[config.mk]
export PLATFORM = sky130hd
export DESIGN_NAME = skin_bbox_overlay
export DESIGN_NICKNAME = d
export VERILOG_FILES = /design/src/rtl/skin_bbox_overlay.sv
export SDC_FILE = /design/constraint.sdc
export NUM_CORES = 1
export LEC_CHECK = 0
export ABC_AREA = 1
export CAP_MARGIN = 0
export CORE_MARGIN = 1
export CORE_UTILIZATION = 25
export DETAILED_ROUTE_END_ITERATION = 6
export PLACE_DENSITY = 0.47
export RECOVER_POWER = 50
export SLEW_MARGIN = 25
export SYNTH_ARGS = -nofsm -noshare
export SYNTH_HDL_FRONTEND = slang
export SYNTH_SLANG_ARGS = --single-unit
[constraint.sdc]
create_clock -name clk -period 7.6 [get_ports clk]
set_clock_uncertainty 0.1 [all_clocks]
set_input_delay 1.52 -clock clk [delete_from_list [all_inputs] [get_ports clk]]
set_output_delay 1.52 -clock clk [all_outputs]
set_load 0.01 [all_outputs]
[src/rtl/skin_bbox_overlay.sv]
`default_nettype none
// ============================================================================
//  Module   : skin_bbox_overlay
//  Purpose  : Measures the bounding box of skin pixels in each frame of the
//             keyed skin-filter stream. Exports the box as status and draws
//             it as a border on the following frame.
//  Revision : 1.0  initial release
// ============================================================================
module skin_bbox_overlay #(
    parameter logic [23:0] KEY_COLOR  = 24'hFF00FF,
    parameter logic [23:0] BOX_COLOR  = 24'h00FF00,
    parameter int          BOX_W      = 2,
    parameter int          MIN_PIXELS = 64,
    parameter int          CW         = 12,
    parameter int          NW         = 21
) (
    input  logic          clk,
    input  logic          n_rst,
    input  logic [23:0]   i_vid_data,
    input  logic          i_vid_hsync,
    input  logic          i_vid_vsync,
    input  logic          i_vid_VDE,
    input  logic          i_en,
    output logic [23:0]   o_vid_data,
    output logic          o_vid_hsync,
    output logic          o_vid_vsync,
    output logic          o_vid_VDE,
    output logic          o_box_valid,
    output logic [CW-1:0] o_xmin,
    output logic [CW-1:0] o_xmax,
    output logic [CW-1:0] o_ymin,
    output logic [CW-1:0] o_ymax
);

    localparam logic [NW-1:0] MIN_CNT   = NW'(MIN_PIXELS);
    localparam logic [CW-1:0] BOX_W_C   = CW'(BOX_W);
    localparam logic [CW-1:0] COORD_MAX = '1;
    localparam logic [NW-1:0] COUNT_MAX = '1;

    typedef enum logic [0:0] {
        ACCUM = 1'b0,
        LATCH = 1'b1
    } state_t;

    state_t        state;
    state_t        state_next;
    logic          latch_now;

    logic [CW-1:0] x;
    logic [CW-1:0] y;
    logic [NW-1:0] count;
    logic          prev_vde;
    logic          prev_vsync;
    logic [CW-1:0] min_x;
    logic [CW-1:0] max_x;
    logic [CW-1:0] min_y;
    logic [CW-1:0] max_y;

    logic          vde_fall;
    logic          vsync_rise;
    logic          skin;
    logic          in_box;
    logic          on_border;
    logic          draw;

    assign vde_fall   = prev_vde & ~i_vid_VDE;
    assign vsync_rise = i_vid_vsync & ~prev_vsync;
    assign skin       = i_vid_VDE && (i_vid_data != KEY_COLOR);

    // Edge-detect history for VDE and vsync
    always_ff @(posedge clk or negedge n_rst) begin
        if (!n_rst) begin
            prev_vde   <= 1'b0;
            prev_vsync <= 1'b0;
        end else begin
            prev_vde   <= i_vid_VDE;
            prev_vsync <= i_vid_vsync;
        end
    end

    // Saturating pixel coordinates of the current input pixel
    always_ff @(posedge clk or negedge n_rst) begin
        if (!n_rst) begin
            x <= '0;
            y <= '0;
        end else begin
            if (vde_fall)
                x <= '0;
            else if (i_vid_VDE && (x != COORD_MAX))
                x <= x + 1'b1;

            if (vsync_rise)
                y <= '0;
            else if (vde_fall && (y != COORD_MAX))
                y <= y + 1'b1;
        end
    end

    // Frame latch state register
    always_ff @(posedge clk or negedge n_rst) begin
        if (!n_rst)
            state <= ACCUM;
        else
            state <= state_next;
    end

    // Latch on the vsync rising edge; LATCH marks the one-cycle handover
    always_comb begin
        state_next = state;
        latch_now  = 1'b0;
        case (state)
            ACCUM: begin
                if (vsync_rise) begin
                    latch_now  = 1'b1;
                    state_next = LATCH;
                end
            end
            LATCH:   state_next = ACCUM;
            default: state_next = ACCUM;
        endcase
    end

    // Bounding-box accumulators; a pixel on the latch cycle seeds the new frame
    always_ff @(posedge clk or negedge n_rst) begin
        if (!n_rst) begin
            min_x <= '1;
            max_x <= '0;
            min_y <= '1;
            max_y <= '0;
            count <= '0;
        end else if (latch_now) begin
            min_x <= skin ? x : '1;
            max_x <= skin ? x : '0;
            min_y <= skin ? y : '1;
            max_y <= skin ? y : '0;
            count <= skin ? NW'(1) : '0;
        end else if (skin) begin
            if (x < min_x) min_x <= x;
            if (x > max_x) max_x <= x;
            if (y < min_y) min_y <= y;
            if (y > max_y) max_y <= y;
            if (count != COUNT_MAX) count <= count + 1'b1;
        end
    end

    // Status outputs; coordinates hold when the frame had too few skin pixels
    always_ff @(posedge clk or negedge n_rst) begin
        if (!n_rst) begin
            o_box_valid <= 1'b0;
            o_xmin      <= '0;
            o_xmax      <= '0;
            o_ymin      <= '0;
            o_ymax      <= '0;
        end else if (latch_now) begin
            if (count >= MIN_CNT) begin
                o_box_valid <= 1'b1;
                o_xmin      <= min_x;
                o_xmax      <= max_x;
                o_ymin      <= min_y;
                o_ymax      <= max_y;
            end else begin
                o_box_valid <= 1'b0;
            end
        end
    end

    // Border test against the previously latched box
    always_comb begin
        in_box    = (x >= o_xmin) && (x <= o_xmax) && (y >= o_ymin) && (y <= o_ymax);
        on_border = 1'b0;
        if (in_box) begin
            on_border = (CW'(x - o_xmin) < BOX_W_C) || (CW'(o_xmax - x) < BOX_W_C) ||
                        (CW'(y - o_ymin) < BOX_W_C) || (CW'(o_ymax - y) < BOX_W_C);
        end
        draw = i_en && i_vid_VDE && o_box_valid && in_box && on_border;
    end

    // One-cycle video pipeline with overlay substitution
    always_ff @(posedge clk or negedge n_rst) begin
        if (!n_rst) begin
            o_vid_data  <= '0;
            o_vid_hsync <= 1'b0;
            o_vid_vsync <= 1'b0;
            o_vid_VDE   <= 1'b0;
        end else begin
            o_vid_data  <= draw ? BOX_COLOR : i_vid_data;
            o_vid_hsync <= i_vid_hsync;
            o_vid_vsync <= i_vid_vsync;
            o_vid_VDE   <= i_vid_VDE;
        end
    end

endmodule
`default_nettype wire

# After elaboration in Yosys (flattened, before gate mapping)
# Index checks and enable logic that the tools add are counted.
# totals
register_bits	170
in_bits	30
out_inout_bits	76
word_cells	103
# classes
addsub	7
magnitude_cmp	13
eq_ne	4
n_mux	30
bitwise_logic	5
n_reduce_logical	27
# op_table
cell	n
$mux W12	20
$mux W21	3
$lt A12 B2 Y1 const B	4
$sub A12 B12 Y12	4
$add A12 B1 Y12 const B	2
$ge A12 B12 Y1	2
$gt A12 B12 Y1	2
$le A12 B12 Y1	2
$lt A12 B12 Y1	2
$mux W24	1
$ne A12 B12 Y1 const B	2
$ne A24 B24 Y1 const B	1
$add A21 B1 Y21 const B	1
$ge A21 B7 Y1 const B	1
$ne A21 B21 Y1 const B	1
$reduce_bool A2 Y1	8
$reduce_and A2 Y1	6
$logic_and A1 B1 Y1	10
$mux W1	5
$logic_or A1 B1 Y1	3
$not A1 Y1	3
$and A1 B1 Y1	2
$pmux W1 S2	1

# Longest topological paths before layout
# depth
depth_word	8
mapped_depth	18
ltp_nobuf	18

# Least setup slack after synthesis
# OpenSTA, ideal clock, no wires.
# synth_path
path_type	input port to flip-flop
start	input i_vid_data[15]
end	register min_x[10]
setup_time_ns	0.073
t_arrival_ns	2.724
required_time_ns	7.427
path_slack_ns	4.703
path_stages	11
path_buffers	2
cell_sequence	inv_1 > nand4_1 > nor2_1 > nand3_1 > nand2_2 > inv_2 > buf_2 > a31oi_4 > buf_4 > nor3_1 > a21oi_1
# synth_between
elab_chain_len	4
word_cells_on_any_way	6
cone_classes	eq/ne: 1; mux: 2; reduce/logical: 3
# synth_lines
item	line_no	rtl
start: declaration	19	input logic [23:0] i_vid_data,
$ne A24 B24 Y1 (*)	68	assign skin = i_vid_VDE && (i_vid_data != KEY_COLOR);
$logic_and A1 B1 Y1 (*)	68	
$mux W12 or $reduce_bool A2 Y1 (tied branches)	n/a	
$mux W12 or $reduce_and A2 Y1 (tied branches)	n/a	
end signal: assignment	132	min_x <= skin ? x : '1;
end: declaration	54	logic [CW-1:0] min_x;
# Mark *: on every way between the ends. The rest lies on a longest branch, timed or not.
# A chain may end at the register's enable or synchronous reset.

# Worst setup path after layout
# layout_path
start	input i_vid_vsync
end	register max_y[10]
# layout_between
elab_chain_len	5
word_cells_on_any_way	7
cone_classes	mux: 3; bitwise: 1; reduce/logical: 3
# layout_lines
item	line_no	rtl
start: declaration	21	input logic i_vid_vsync,
$and A1 B1 Y1 (*)	67	assign vsync_rise = i_vid_vsync & ~prev_vsync;
$mux W1 (*)	113	if (vsync_rise) begin
$mux W1 (*)	111	case (state)
$reduce_bool A2 Y1 (no source line)	n/a	
$reduce_and A2 Y1 (no source line)	n/a	
end signal: assignment	135	max_y <= skin ? y : '0;
end signal: assignment	141	if (y > max_y) max_y <= y;
end: declaration	57	logic [CW-1:0] max_y;
# Marked as above.

==> flow_summary.json <==
{
  "status": "complete, but fails checks",
  "violations": "capacitance limit, slew limit",
  "drtAntennaViolNets": 0,
  "power.switching_w": 0.00171,
  "synth_area_um2": 11400,
  "critPathKind": "primary input to flip-flop",
  "p_int_w": 0.00236,
  "final_core_util_pct": 30.6,
  "setup_ws_ps": 2520,
  "grt_max_degree": 97,
  "wl_met3_mm": 1.12,
  "cts_resized": 0,
  "fp.dieH_um": 215,
  "dp_hpwl_mm": 25.1,
  "grt_use_total_pct": 14.5,
  "max_freq_mhz": 197,
  "hold_end": "min_x[0]$_DFFE_PN1P_",
  "die_area_um2": 46300,
  "cp_max_fo": 17,
  "viasPerCell": 4.53,
  "grt_pass1_wl_mm": 53.3,
  "drc_errors": 0,
  "drt_pass1_iterations": 5,
  "hp-class": "flip-flop to flip-flop",
  "powerDensity_nw_per_um2": 299,
  "die_x_um": 215,
  "num_rows": 77,
  "report.final.slew_viol_count": 84,
  "startpoint_type": "primary input",
  "initial_core_util_pct": 25.5,
  "wire_per_inst_um": 14.8,
  "clock_latency_ps": 440,
  "cpPeakStageDelay_ps": 1310,
  "rsz0062_at_grt": "false",
  "cpMostUsedCell": "nor2_1",
  "maxCapViolations": 2,
  "power_leakage_nw": 6.72,
  "totalPowerFinal_w": 0.00407,
  "antenna_found_initial": 0,
  "reg2reg_setup_slack_ps": 3780,
  "required_ps": 7780,
  "clk_path_buf_depth": 2,
  "io_buffers": 105,
  "overflow": 0,
  "synth_fp_nets": 1656,
  "first_global_vias": 9650,
  "max_slew_margin_pct": -153,
  "final-hold-violation-count": 0,
  "pin_count": 106,
  "cts_made_buffers": 17,
  "fin_nets": 1754,
  "cts_setup_buffers": 0,
  "root_buffer": "clkbuf_16",
  "cp_slowest_cell": "nor2_1",
  "num_vias": 10079,
  "num_antenna_cells": 0,
  "pwr-share-seq_pct": 29.9,
  "min_path_cells": 2,
  "synth.most_common_cell": "nand2_1",
  "postSynthCellCount": 1524,
  "swShare_pct": 42.1,
  "period_share_pct": 66.8,
  "dp_worst_setup_slack_ps": 2930,
  "cts-hold-fix-buffers": 0,
  "top_layer": "met4",
  "synth-seq-area-share_pct": 37.7,
  "worst_ep_arrival_time_ps": 5260,
  "ys_warn_count": 0,
  "finalSetupViolCount": 0,
  "combPwrFrac_pct": 46.1,
  "yosysTopAreaCell": "dfrtp_1",
  "wl_met1_mm": 16.7,
  "fin_crit_ps": 5080,
  "globalplace.congestion": 0.871,
  "yosys.cell_types.count": 47,
  "synth_commonest_cells": "392 x nand2_1, 263 x inv_1, 146 x dfrtp_1, 102 x nor2_1, 98 x ha_1",
  "syn_area_per_cell_um2": 7.46,
  "setup.worst_path.start": "i_vid_vsync",
  "worst_slew_pin_slew_ps": 3790,
  "cts_tree": "built",
  "wirelength_mm": 32.9,
  "synth_ff_type": "dfrtp_1",
  "areaGrowthSynthToFinish_pct": 19.9,
  "placeableCoreArea_um2": 44500,
  "drt_iter0_markers": 581,
  "ir_drop_mv": 0.174,
  "pwr-share-clk_pct": 24.1,
  "cp-end-kind": "flip-flop",
  "reg2reg_from": "o_vid_vsync$_DFF_PN0_",
  "setup_tns_ps": 0,
  "drive_gt1_share_pct": 5.99,
  "cts.htree.levels": 4,
  "synth.area.top_cells": "dfrtp_1 32%, nand2_1 13%, ha_1 11%, inv_1 8.7%, dfstp_2 5.5%",
  "synth-seq-cells": 170,
  "yosysTopAreaCellShare_pct": 32.1,
  "cts.clk_slew.worst_paths_ps": 70,
  "postSynth.asyncResetShare_pct": 100,
  "cts.sinks": 170,
  "worstHoldStart": "min_x[0]$_DFFE_PN1P_",
  "regToRegEndpoint": "max_y[10]$_DFFE_PN0P_",
  "synth_edf_count": 0,
  "reg2reg_depth": 6,
  "wl_met2_mm": 14.6,
  "path_cells": "dlygate4sd3_1 > inv_1 > nor2_4 > inv_2 > nor2_1 > a21oi_1 > nor2_1 > o22ai_1"
}
==> how the worst max path moves through the flow <==
| stage | end | slack (ps) | depth (start not counted) |
|---|---|---|---|
| after floorplan | min_x[10]$_DFFE_PN1P_ | 4700 | 11 |
| final | max_y[10]$_DFFE_PN0P_ | 2520 | 8 |
| after global routing | o_ymax[4]$_DFFE_PN0P_ | 2070 | 2 |
| after CTS | count[16]$_DFFE_PN0P_ | 3410 | 12 |
| after global placement | count[5]$_DFFE_PN0P_ | 2990 | 13 |
| after detailed placement | max_x[11]$_DFFE_PN0P_ | 2930 | 9 |
==> cell families after synthesis <==
group | after synthesis | share of synthesized area (%)
XOR/XNOR | 16 | 1.23
AO/OA/AOI/OAI | 249 | 12.8
buffers and inverters | 299 | 10.4
adder cells (fa/ha/maj) | 102 | 11.5
AND/OR/NAND/NOR | 687 | 26.3
flip-flops | 170 | 37.7
multiplexers | 1 | 0.0991
==> cell type report <==
cell class,instances,area (um^2)
inverters,269,1010
clock buffers,18,439
flip-flops and latches,170,4280
repair buffers,109,1070
well taps,592,741
fillers,4857,30900
clock inverters,14,208
multi-input cells,1055,5880
==> state kept, by name (all words and copies together), names as in the netlist <==
signal,flops
count,21
max_x,12
max_y,12
min_x,12
min_y,12
o_box_valid,1
o_vid_VDE,1
o_vid_data,24
o_vid_hsync,1
o_vid_vsync,1
o_xmax,12
o_xmin,12
o_ymax,12
o_ymin,12
state,1
x,12
y,12
==> power by group through the flow <==
stage | clock (W) | combinational [W] | sequential [W]
6_report | 0.000980 | 0.00188 | 0.00122
5_1_grt | 0.00105 | 0.00215 | 0.00124
4_1_cts | 0.00101 | 0.00189 | 0.00123
3_5_place_dp | 0 | 0.00188 | 0.00124
3_3_place_gp | 0 | 0.00186 | 0.00124
2_1_floorplan | 0 | 0.00128 | 0.00122
==> per-stage QoR <==
stage               instances  hold slack (ps)  cell area [um^2]
floorplan                1524              355             11400
global placement         2195              380             13000
detailed placement       2195              384             13000
CTS                      2227              395             13700
global route             2227              412             13600
finish                   2227              385             13600
==> layout by cell type, fill, tap and decap left out, types with 17 or more instances in the layout <==
cell	instances
dfrtp_1	146
nor2_1	103
a21oi_1	93
o21ai_0	74
nand4_1	34
nand3_1	77
inv_1	264
dfstp_2	24
clkdlybuf4s50_1	71
clkbuf_16	17
nand2_1	393
ha_1	98
nor3_1	46
dlygate4sd3_1	33
o22ai_1	30
==> layer usage <==
layer | up-vias | GRT usage, %
met5 | - | 0
met3 | 19 | 2.45
met2 | 181 | 22.3
li1 | 5155 | -
met4 | 0 | 3.43
met1 | 4724 | 20.9
==> critical path: cells and delay by family <==
family / cells / cell delay [ps]
AND/OR/NAND/NOR: 3 / 2250
buffers and inverters: 3 / 760
AO/OA/AOI/OAI: 2 / 720
No activity file was read; power rests on OpenSTA's default activity.
